## src/rtl/switch_pkg.sv

```systemverilog
// Shared definitions for the switch input controller: read-select codes and status layout.
package switch_pkg;

  typedef enum logic [1:0] {
    SEL_LANE0  = 2'd0,
    SEL_LANE1  = 2'd1,
    SEL_STATUS = 2'd2,
    SEL_RAW    = 2'd3
  } rd_sel_e;

  localparam int STATUS_CHANGED_BIT = 0;

endpackage

```

## src/rtl/switch_debouncer.sv

```systemverilog
// Two-flop synchroniser plus a single shared stability counter that accepts a new
// switch vector once it has been unchanged for DB_CYCLES cycles.
module switch_debouncer
  import switch_pkg::*;
#(
  parameter int W         = 24,
  parameter int DB_CYCLES = 1_000_000
) (
  input  logic         clk,
  input  logic         rst_n,
  input  logic [W-1:0] sw_raw,
  output logic [W-1:0] sw_sync,
  output logic [W-1:0] sw_stable,
  output logic         accept
);

  localparam int CNT_W = $clog2(DB_CYCLES + 1);
  localparam logic [CNT_W-1:0] CNT_LAST = CNT_W'(DB_CYCLES - 1);

  logic [W-1:0]     s1_q, s2_q, prev_q;
  logic [W-1:0]     stable_q, stable_d;
  logic [CNT_W-1:0] cnt_q, cnt_d;

  // A change on any bit restarts the window for the whole vector.
  always_comb begin
    cnt_d    = cnt_q;
    stable_d = stable_q;
    accept   = 1'b0;
    if (s2_q != prev_q) begin
      cnt_d = '0;
    end else if (s2_q == stable_q) begin
      cnt_d = '0;
    end else if (cnt_q == CNT_LAST) begin
      stable_d = s2_q;
      cnt_d    = '0;
      accept   = 1'b1;
    end else begin
      cnt_d = cnt_q + CNT_W'(1);
    end
  end

  always_ff @(posedge clk or negedge rst_n) begin
    if (!rst_n) begin
      s1_q     <= '0;
      s2_q     <= '0;
      prev_q   <= '0;
      stable_q <= '0;
      cnt_q    <= '0;
    end else begin
      s1_q     <= sw_raw;
      s2_q     <= s1_q;
      prev_q   <= s2_q;
      stable_q <= stable_d;
      cnt_q    <= cnt_d;
    end
  end

  assign sw_sync   = s2_q;
  assign sw_stable = stable_q;

endmodule

```

## src/rtl/switch_input_ctrl.sv

```systemverilog
// Board-switch input controller: debounced lanes, registered read port and a sticky
// change flag. Define SWITCH_IRQ_EN to build the registered change interrupt.
module switch_input_ctrl
  import switch_pkg::*;
#(
  parameter int SW_WIDTH   = 24,
  parameter int DATA_WIDTH = 16,
  parameter int DB_CYCLES  = 1_000_000
) (
  input  logic                  clk,
  input  logic                  rst_n,
  input  logic [SW_WIDTH-1:0]   sw_raw,
  input  logic                  rd_en,
  input  logic [1:0]            rd_sel,
  output logic [DATA_WIDTH-1:0] rd_data,
  output logic                  rd_valid,
  output logic [SW_WIDTH-1:0]   sw_stable,
  output logic                  irq
);

  logic [SW_WIDTH-1:0]   sw_sync;
  logic                  accept;
  logic [DATA_WIDTH-1:0] lane0, lane1, raw0, status_word;
  logic [DATA_WIDTH-1:0] rd_data_q, rd_data_d;
  logic                  rd_valid_q, rd_valid_d;
  logic                  changed_q, changed_d;
  logic                  status_clr;

  switch_debouncer #(
    .W        (SW_WIDTH),
    .DB_CYCLES(DB_CYCLES)
  ) u_debouncer (
    .clk      (clk),
    .rst_n    (rst_n),
    .sw_raw   (sw_raw),
    .sw_sync  (sw_sync),
    .sw_stable(sw_stable),
    .accept   (accept)
  );

  generate
    if (SW_WIDTH > DATA_WIDTH) begin : g_wide
      logic unused_sync_hi;
      assign lane0          = sw_stable[DATA_WIDTH-1:0];
      assign lane1          = DATA_WIDTH'(sw_stable[SW_WIDTH-1:DATA_WIDTH]);
      assign raw0           = sw_sync[DATA_WIDTH-1:0];
      assign unused_sync_hi = ^sw_sync[SW_WIDTH-1:DATA_WIDTH];
    end else begin : g_narrow
      assign lane0 = DATA_WIDTH'(sw_stable);
      assign lane1 = '0;
      assign raw0  = DATA_WIDTH'(sw_sync);
    end
  endgenerate

  assign status_clr = rd_en && (rd_sel == SEL_STATUS);

  // Status reads return the flag as it stood before this cycle; a set wins over a clear.
  always_comb begin
    status_word                     = '0;
    status_word[STATUS_CHANGED_BIT] = changed_q;

    changed_d = changed_q;
    if (accept) begin
      changed_d = 1'b1;
    end else if (status_clr) begin
      changed_d = 1'b0;
    end

    rd_valid_d = rd_en;
    rd_data_d  = rd_data_q;
    if (rd_en) begin
      case (rd_sel_e'(rd_sel))
        SEL_LANE0:  rd_data_d = lane0;
        SEL_LANE1:  rd_data_d = lane1;
        SEL_STATUS: rd_data_d = status_word;
        SEL_RAW:    rd_data_d = raw0;
      endcase
    end
  end

  always_ff @(posedge clk or negedge rst_n) begin
    if (!rst_n) begin
      rd_data_q  <= '0;
      rd_valid_q <= 1'b0;
      changed_q  <= 1'b0;
    end else begin
      rd_data_q  <= rd_data_d;
      rd_valid_q <= rd_valid_d;
      changed_q  <= changed_d;
    end
  end

  assign rd_data  = rd_data_q;
  assign rd_valid = rd_valid_q;

`ifdef SWITCH_IRQ_EN
  logic irq_q, irq_d;

  always_comb begin
    irq_d = changed_q & ~(status_clr & ~accept);
  end

  always_ff @(posedge clk or negedge rst_n) begin
    if (!rst_n) begin
      irq_q <= 1'b0;
    end else begin
      irq_q <= irq_d;
    end
  end

  assign irq = irq_q;
`else
  assign irq = 1'b0;
`endif

endmodule

```

## config.mk

```make
export PLATFORM = sky130hd
export DESIGN_NAME = switch_input_ctrl
export DESIGN_NICKNAME = d
export VERILOG_FILES = /design/src/rtl/switch_pkg.sv /design/src/rtl/switch_debouncer.sv /design/src/rtl/switch_input_ctrl.sv
export SDC_FILE = /design/constraint.sdc
export NUM_CORES = 1
export LEC_CHECK = 0
export CAP_MARGIN = 20
export CORE_AREA = 2 2 122 94
export CTS_CLUSTER_SIZE = 40
export DETAILED_ROUTE_END_ITERATION = 12
export DIE_AREA = 0 0 124 96
export PLACE_DENSITY_LB_ADDON = 0.15
export SLEW_MARGIN = 20
export SYNTH_ARGS = -nofsm -noshare
export SYNTH_HDL_FRONTEND = slang
export SYNTH_SLANG_ARGS = --single-unit
export TNS_END_PERCENT = 10
```

## constraint.sdc

```tcl
create_clock -name clk -period 6 [get_ports clk]
set_input_delay 0.6 -clock clk [delete_from_list [all_inputs] [get_ports clk]]
set_output_delay 0.6 -clock clk [all_outputs]
set_load 0.01 [all_outputs]
```

After elaboration in Yosys (flattened, before gate mapping)

Cells that the tools add are included.
Widths: inputs -> output; s select.

Output and inout port bits: 42
Logic and storage cells: 30
Flip-flop bits (word level): 134
Bits of input ports: 29

Eq/ne operators: 6
Bitwise operators: 2
Multiplexer cells: 9
Reduce and logical (&&, ||, !) cells: 4
$add $sub $neg: 1

Operators with widths:

| operator              | number |
|---|---|
| $pmux 16 s4           | 1 |
| $mux 20               | 3 |
| $eq 24x24->1          | 1 |
| $ne 24x24->1          | 1 |
| $add 20x1->20 const B | 1 |
| $eq 20x20->1 const B  | 1 |
| $mux 1                | 5 |
| $eq 2x2->1 const B    | 2 |
| $reduce_and 3->1      | 1 |
| $eq 2x1->1 const B    | 1 |
| $logic_not 2->1       | 1 |
| $not 1->1             | 2 |
| $reduce_bool 2->1     | 1 |
| $logic_and 1x1->1     | 1 |

Logic depth before layout (Yosys ltp)

Depth after elaboration: 5
Gate-level depth with buffers: 7
Gate-level depth less buffers: 6

Hierarchy

From an unflattened synthesis, not the netlist that was laid out.

Cell total of the unflattened synthesis: 386
Area total of the unflattened synthesis: 5408.9 µm²

By module, submodules not included:

| module            | area an instance (µm²) | sequential area each (µm²) | cells an instance | instances |
|---|---|---|---|---|
| switch_debouncer  | 4400.5                 | 2902.8                     | 296               | 1 |
| switch_input_ctrl | 1008.5                 | 450.4                      | 90                | 1 |

Worst setup path before layout

Ideal clock, no wire load.

Kind: flip-flop to flip-flop
Start: register u_debouncer.stable_q[23] (netlist: u_debouncer.sw_stable[23])
End: register u_debouncer.stable_q[10] (netlist: u_debouncer.sw_stable[10])
Required time: 5.875 ns
Period minus slack after synthesis: 1.984 ns
Arrival: 1.859 ns
Setup time: 0.125 ns
Slack: 4.016 ns
Path buffers: 1
Cell stages (with the launch flop): 7
Path through: dfrtp_1 xor2_1 nor4_1 nand4_1 o211ai_4 buf_6 mux2_4

Word-level cells in the longest chain between the ends: 3

RTL lines:

| what                              | RTL line               | RTL |
|---|---|---|
| start, declared                   | switch_debouncer.sv:21 | `logic [W-1:0] stable_q, stable_d;` |
| start signal, assigned            | switch_debouncer.sv:53 | `stable_q <= stable_d;` |
| $eq 24x24->1                      | switch_debouncer.sv:31 | `end else if (s2_q == stable_q) begin` |
| $not 1->1 (no source line)        | n/a                    |  |
| $reduce_and 3->1 (no source line) | n/a                    |  |

No other way between the ends.
A chain may end at the register's enable or synchronous reset.

Final worst setup path

Start: register u_debouncer.s2_q[1] (netlist: u_debouncer.sw_sync[1])
End: register u_debouncer.stable_q[1] (netlist: u_debouncer.sw_stable[1])

Word-level cells in the longest chain between the ends: 3
Elaborated cells between the ends (all ways): 5
Those cells by class: 2 x eq/ne; 2 x bitwise; 1 x reduce/logical

RTL lines:

| what                                                | RTL line                                       | RTL |
|---|---|---|
| start, declared                                     | switch_debouncer.sv:20                         | `logic [W-1:0] s1_q, s2_q, prev_q;` |
| start signal, assigned                              | switch_debouncer.sv:51                         | `s2_q <= s1_q;` |
| $ne 24x24->1 / $eq 24x24->1 (equally long branches) | switch_debouncer.sv:29, switch_debouncer.sv:31 |  |
| $not 1->1 (no source line)                          | n/a                                            |  |
| $reduce_and 3->1 (no source line)                   | n/a                                            |  |

Several ways; a longest one is shown, not always the timed one.

==> results.txt <==
----------------------------------------------------
[Status]
  Status ... completed

[Floorplanning]
  Initial Utilization ... 0.489
  Total number of placement rows ... 33
  Area enclosed by the die boundary ... 11,900 um2
  Vertical extent of the die ... 96 um
  Placeable core area ... 10,700 um2
  Horizontal die dimension ... 124 um
  Number of top-level pins ... 71

[Logic synthesis]
  Leading cell type by number of instances after synthesis ... sky130_fd_sc_hd__dfrtp_1
  Number of warnings issued by yosys ... 0
  Synth top area share ... 0.639
  Compound-gate portion of the synthesized area ... 0.0379
  Post-synthesis cell count ... 386
  Post-synth design cell area ... 5250 um2
  EDFF count, synth ... 0
  Synthesized-area fraction occupied by xor and xnor cells ... 0.110
  Leading area contributor after synthesis ... sky130_fd_sc_hd__dfrtp_1
  Synthesized net count ... 416
  Basic-gate share of the synthesized area counting and, or, nand and nor cells ... 0.108
  Top cells by area, synth ... sky130_fd_sc_hd__dfrtp_1 64%, sky130_fd_sc_hd__xnor2_1 5.8%, sky130_fd_sc_hd__mux2_4 5.4%
  Arithmetic-cell share of the synthesized area counting full adders, half adders and majority gates ... 0.00238
  Number of flip-flops and latches in the synthesized netlist ... 134
  Portion of the post-synthesis area used by sequential elements ... 0.639
  Post-synth top flop ... sky130_fd_sc_hd__dfrtp_1
  Share of synthesized registers carrying an async set or reset ... 1.00
  Number of distinct library cell variants in the gate-level netlist after synthesis ... 37
  Fraction of synthesized area in multiplexers ... 0.0849
  Dominant combinational cell family by area after synthesis ... XOR/XNOR gates
  Post-Synthesis Mean Instance Area ... 13.6 um2
  Most used standard cells in the synthesized netlist ... 134 x sky130_fd_sc_hd__dfrtp_1, 35 x sky130_fd_sc_hd__xnor2_1, 31 x sky130_fd_sc_hd__xor2_1

[Layout]
  Antenna fix cells ... 0
  Final Instance Count excl. Fillers ... 615
  Fin area ... 6660 um2
  Share of post-route cells with drive strength above 1 ... 0.147
  Net count, final ... 492
  Count of fill cells added during filler insertion ... 862
  Layout Area Growth over Synthesis ... 26.9%

[Placement]
  Final weighted congestion in routability-driven placement ... 0.789
  Detail Placement HPWL ... 7220 um
  Area post-placement ... 6050 um2
  IO buf count ... 69
  Placed insts ... 582

[Drt]
  Iter 0 DRT Violations ... 208
  Count of antenna-violating nets left after detailed routing ... 0
  Iteration count of the initial detailed-routing pass ... 5
  Vias per Instance ... 5.20
  Total via count in the routed design ... 3,198
  Residual DRC ... 0
  Wirelength, routed ... 10,900 um
  WL/cell ... 17.7 um

[Global routing]
  Wire length of the first global-routing pass ... 17,900 um
  GRT met3 Usage ... 0.0664
  Met1 usage in global routing ... 0.294
  Maximum number of pins on one net before global-route repair ... 72
  Highest-utilization routing layer at the global route stage ... met2
  Total routing resource utilization after global routing ... 0.207
  Number of global-route vias before repair ... 3,357
  Met2 demand-to-capacity share in global routing ... 0.305
  Overall overflow remaining after global route ... 0
  Number of antenna violations at the first check in global routing ... 0

[Setup path]
  Slowest cell on the critical path ... sky130_fd_sc_hd__o211ai_4
  Crit end category ... flop
  Critical path class ... reg2reg
  Critical-path cell list ... xor2_1, nor4_1, nand4_1, o211ai_4, buf_8, mux2_2
  CP Buf/Inv Count ... 1
  Count of cells along the worst register-to-register path ... 6
  Family with the most delay on the worst path ... simple AND/OR/NAND/NOR gates
  Crit start category ... flop
  Start of the worst register-to-register path ... u_debouncer.sw_sync[1]
  Required time at the endpoint of the critical path ... 6290 ps
  Maximum single-stage delay on the critical path ... 710 ps
  R2R Path End ... u_debouncer.sw_stable[1]
  FF-to-FF setup slack ... 3120 ps
  Biggest fanout along the worst timing path ... 15
  Worst EP arrival ... 3170 ps

[CTS]
  Post-CTS setup repair buffer count ... 0
  Clock slew seen by the registers of the worst setup and hold paths ... 60 ps
  CTS tree ... built
  Cts hold-fix bufs ... 0
  Post_cts resized ... 0
  Worst-case clock buffer depth ... 2
  Num CTS Buffers ... 17
  Num Clock Sinks ... 134
  Clk Latency, worst-skew pair ... 410 ps
  CTS Root Buffer Type ... sky130_fd_sc_hd__clkbuf_16
  H-tree levels ... 4

[Power]
  Leakage power of the design ... 2.91 nW
  Combinational power share ... 0.052
  Switching portion of total power ... 0.231
  Power density over cell area ... 315 nW/um2
  Sequential group share of total power ... 0.459
  Internal portion of total power ... 0.00161 W
  Net switching power of the design ... 0.000486 W
  Total Power ... 0.00210 W
  Worst supply voltage drop on vdd ... 0.283 mV
  Clk pwr share ... 0.489

[STA]
  Setup violations, final ... 0
  Setup repair after global routing missed its margin ... no
  Crit share post-route ... 0.480
  Highest clock rate ... 347 MHz
  Final hold vios ... 0
  Min Clock Period, post-route ... 2880 ps
  Relative slew margins ... 0.345
  Pins over their slew limit ... 0
  Final setup skew ... 6.97 ps
  Sum Neg Setup Slack ... 0 ps
  Slew at the pin with the worst max-slew slack ... 982 ps

[Hold path]
  Worst hold-check path type ... in2async

[Run]
  Number of max-cap violations ... 0

----------------------------------------------------
cells by family (layout without fill, tap and decap cells):
kind of cell               after synthesis  in the layout
AOI/OAI and AO/OA                       32             32
adders and majority gates                1              1
muxes                                   33             33
xor gates and xnor gates                66             66
DFF                                    134            134
other                                    1              1
and+or+nand+nor                        101            101
buffers and inverters                   18            107
worst max path at each step:
stage,start,end,slack [ps],cells after the start
2_1_floorplan,u_debouncer.sw_stable[23],u_debouncer.sw_stable[10],4020,6
3_3_place_gp,rd_sel[0],rd_data[9],3040,4
3_5_place_dp,rd_sel[0],rd_data[11],3030,4
4_1_cts,u_debouncer.sw_sync[1],u_debouncer.sw_stable[1],3000,5
5_1_grt,u_debouncer.sw_sync[1],u_debouncer.sw_stable[1],2920,6
6_report,u_debouncer.sw_sync[1],u_debouncer.sw_stable[1],3120,6
power groups by stage:
stage	Sequential (W)	Clock [W]	Combinational (W)
4_1_cts	0.000965	0.00105	0.000112
6_report	0.000965	0.00103	0.000108
2_1_floorplan	0.000978	0	0.0000400
3_3_place_gp	0.000979	0	0.000110
3_5_place_dp	0.000981	0	0.000111
5_1_grt	0.000968	0.00110	0.000122
registers in the layout (all words and copies together), names as in the netlist:
| name | count |
|---|---|
| u_debouncer.prev_q | 24 |
| u_debouncer.s1_q | 24 |
| u_debouncer.sw_stable | 24 |
| u_debouncer.sw_sync | 24 |
| u_debouncer.cnt_q | 20 |
| rd_data | 16 |
| changed_q | 1 |
| rd_valid | 1 |
metrics by stage:
step           hold WS, ps  worst slack, ps  utilization
2_1_floorplan          304             4020            -
3_3_place_gp           334             3040        0.564
3_5_place_dp           336             3030        0.564
4_1_cts                187             3000        0.619
5_1_grt                213             2920        0.620
6_report               164             3120        0.620
cells in the final DEF, fill, tap and decap left out, drive strengths merged, types with 3 or more instances in the layout:
cell type	n
nand3	8
and3	3
a22oi	8
clkinv	6
dfrtp	134
mux2	25
xor2	31
clkdlybuf4s50	67
inv	8
xnor2	35
nand4	12
buf	6
nand2	8
clkbuf	17
mux2i	7
a21oi	22
nor3	21
nor2	26
nor4	12
final cells by class:
class                   count  area (um2)  area share
clock buffers              17         425      0.0639
multi-input cells         234        1810       0.271
well taps                 140         175      0.0263
repair buffers             73         724       0.109
clock inverters            15         168      0.0252
inverters                   2        7.51     0.00113
flip-flops and latches    134        3350       0.504
layer usage:
metal / up-vias / wire [um]
li1: 1495 / -
met1: 1598 / 5220
met2: 93 / 4930
met3: 12 / 648
met4: 0 / 111
met5: - / 0
worst register-to-register path: cells and delay by family, from the launching register on:
| family | cells | cell delay, ps |
|---|---|---|
| simple gates | 2 | 800 |
| compound gates | 1 | 710 |
| flops | 1 | 460 |
| mux | 1 | 360 |
| buf+inv | 1 | 250 |
| xor+xnor | 1 | 190 |
No activity file was read; power rests on OpenSTA's default activity.
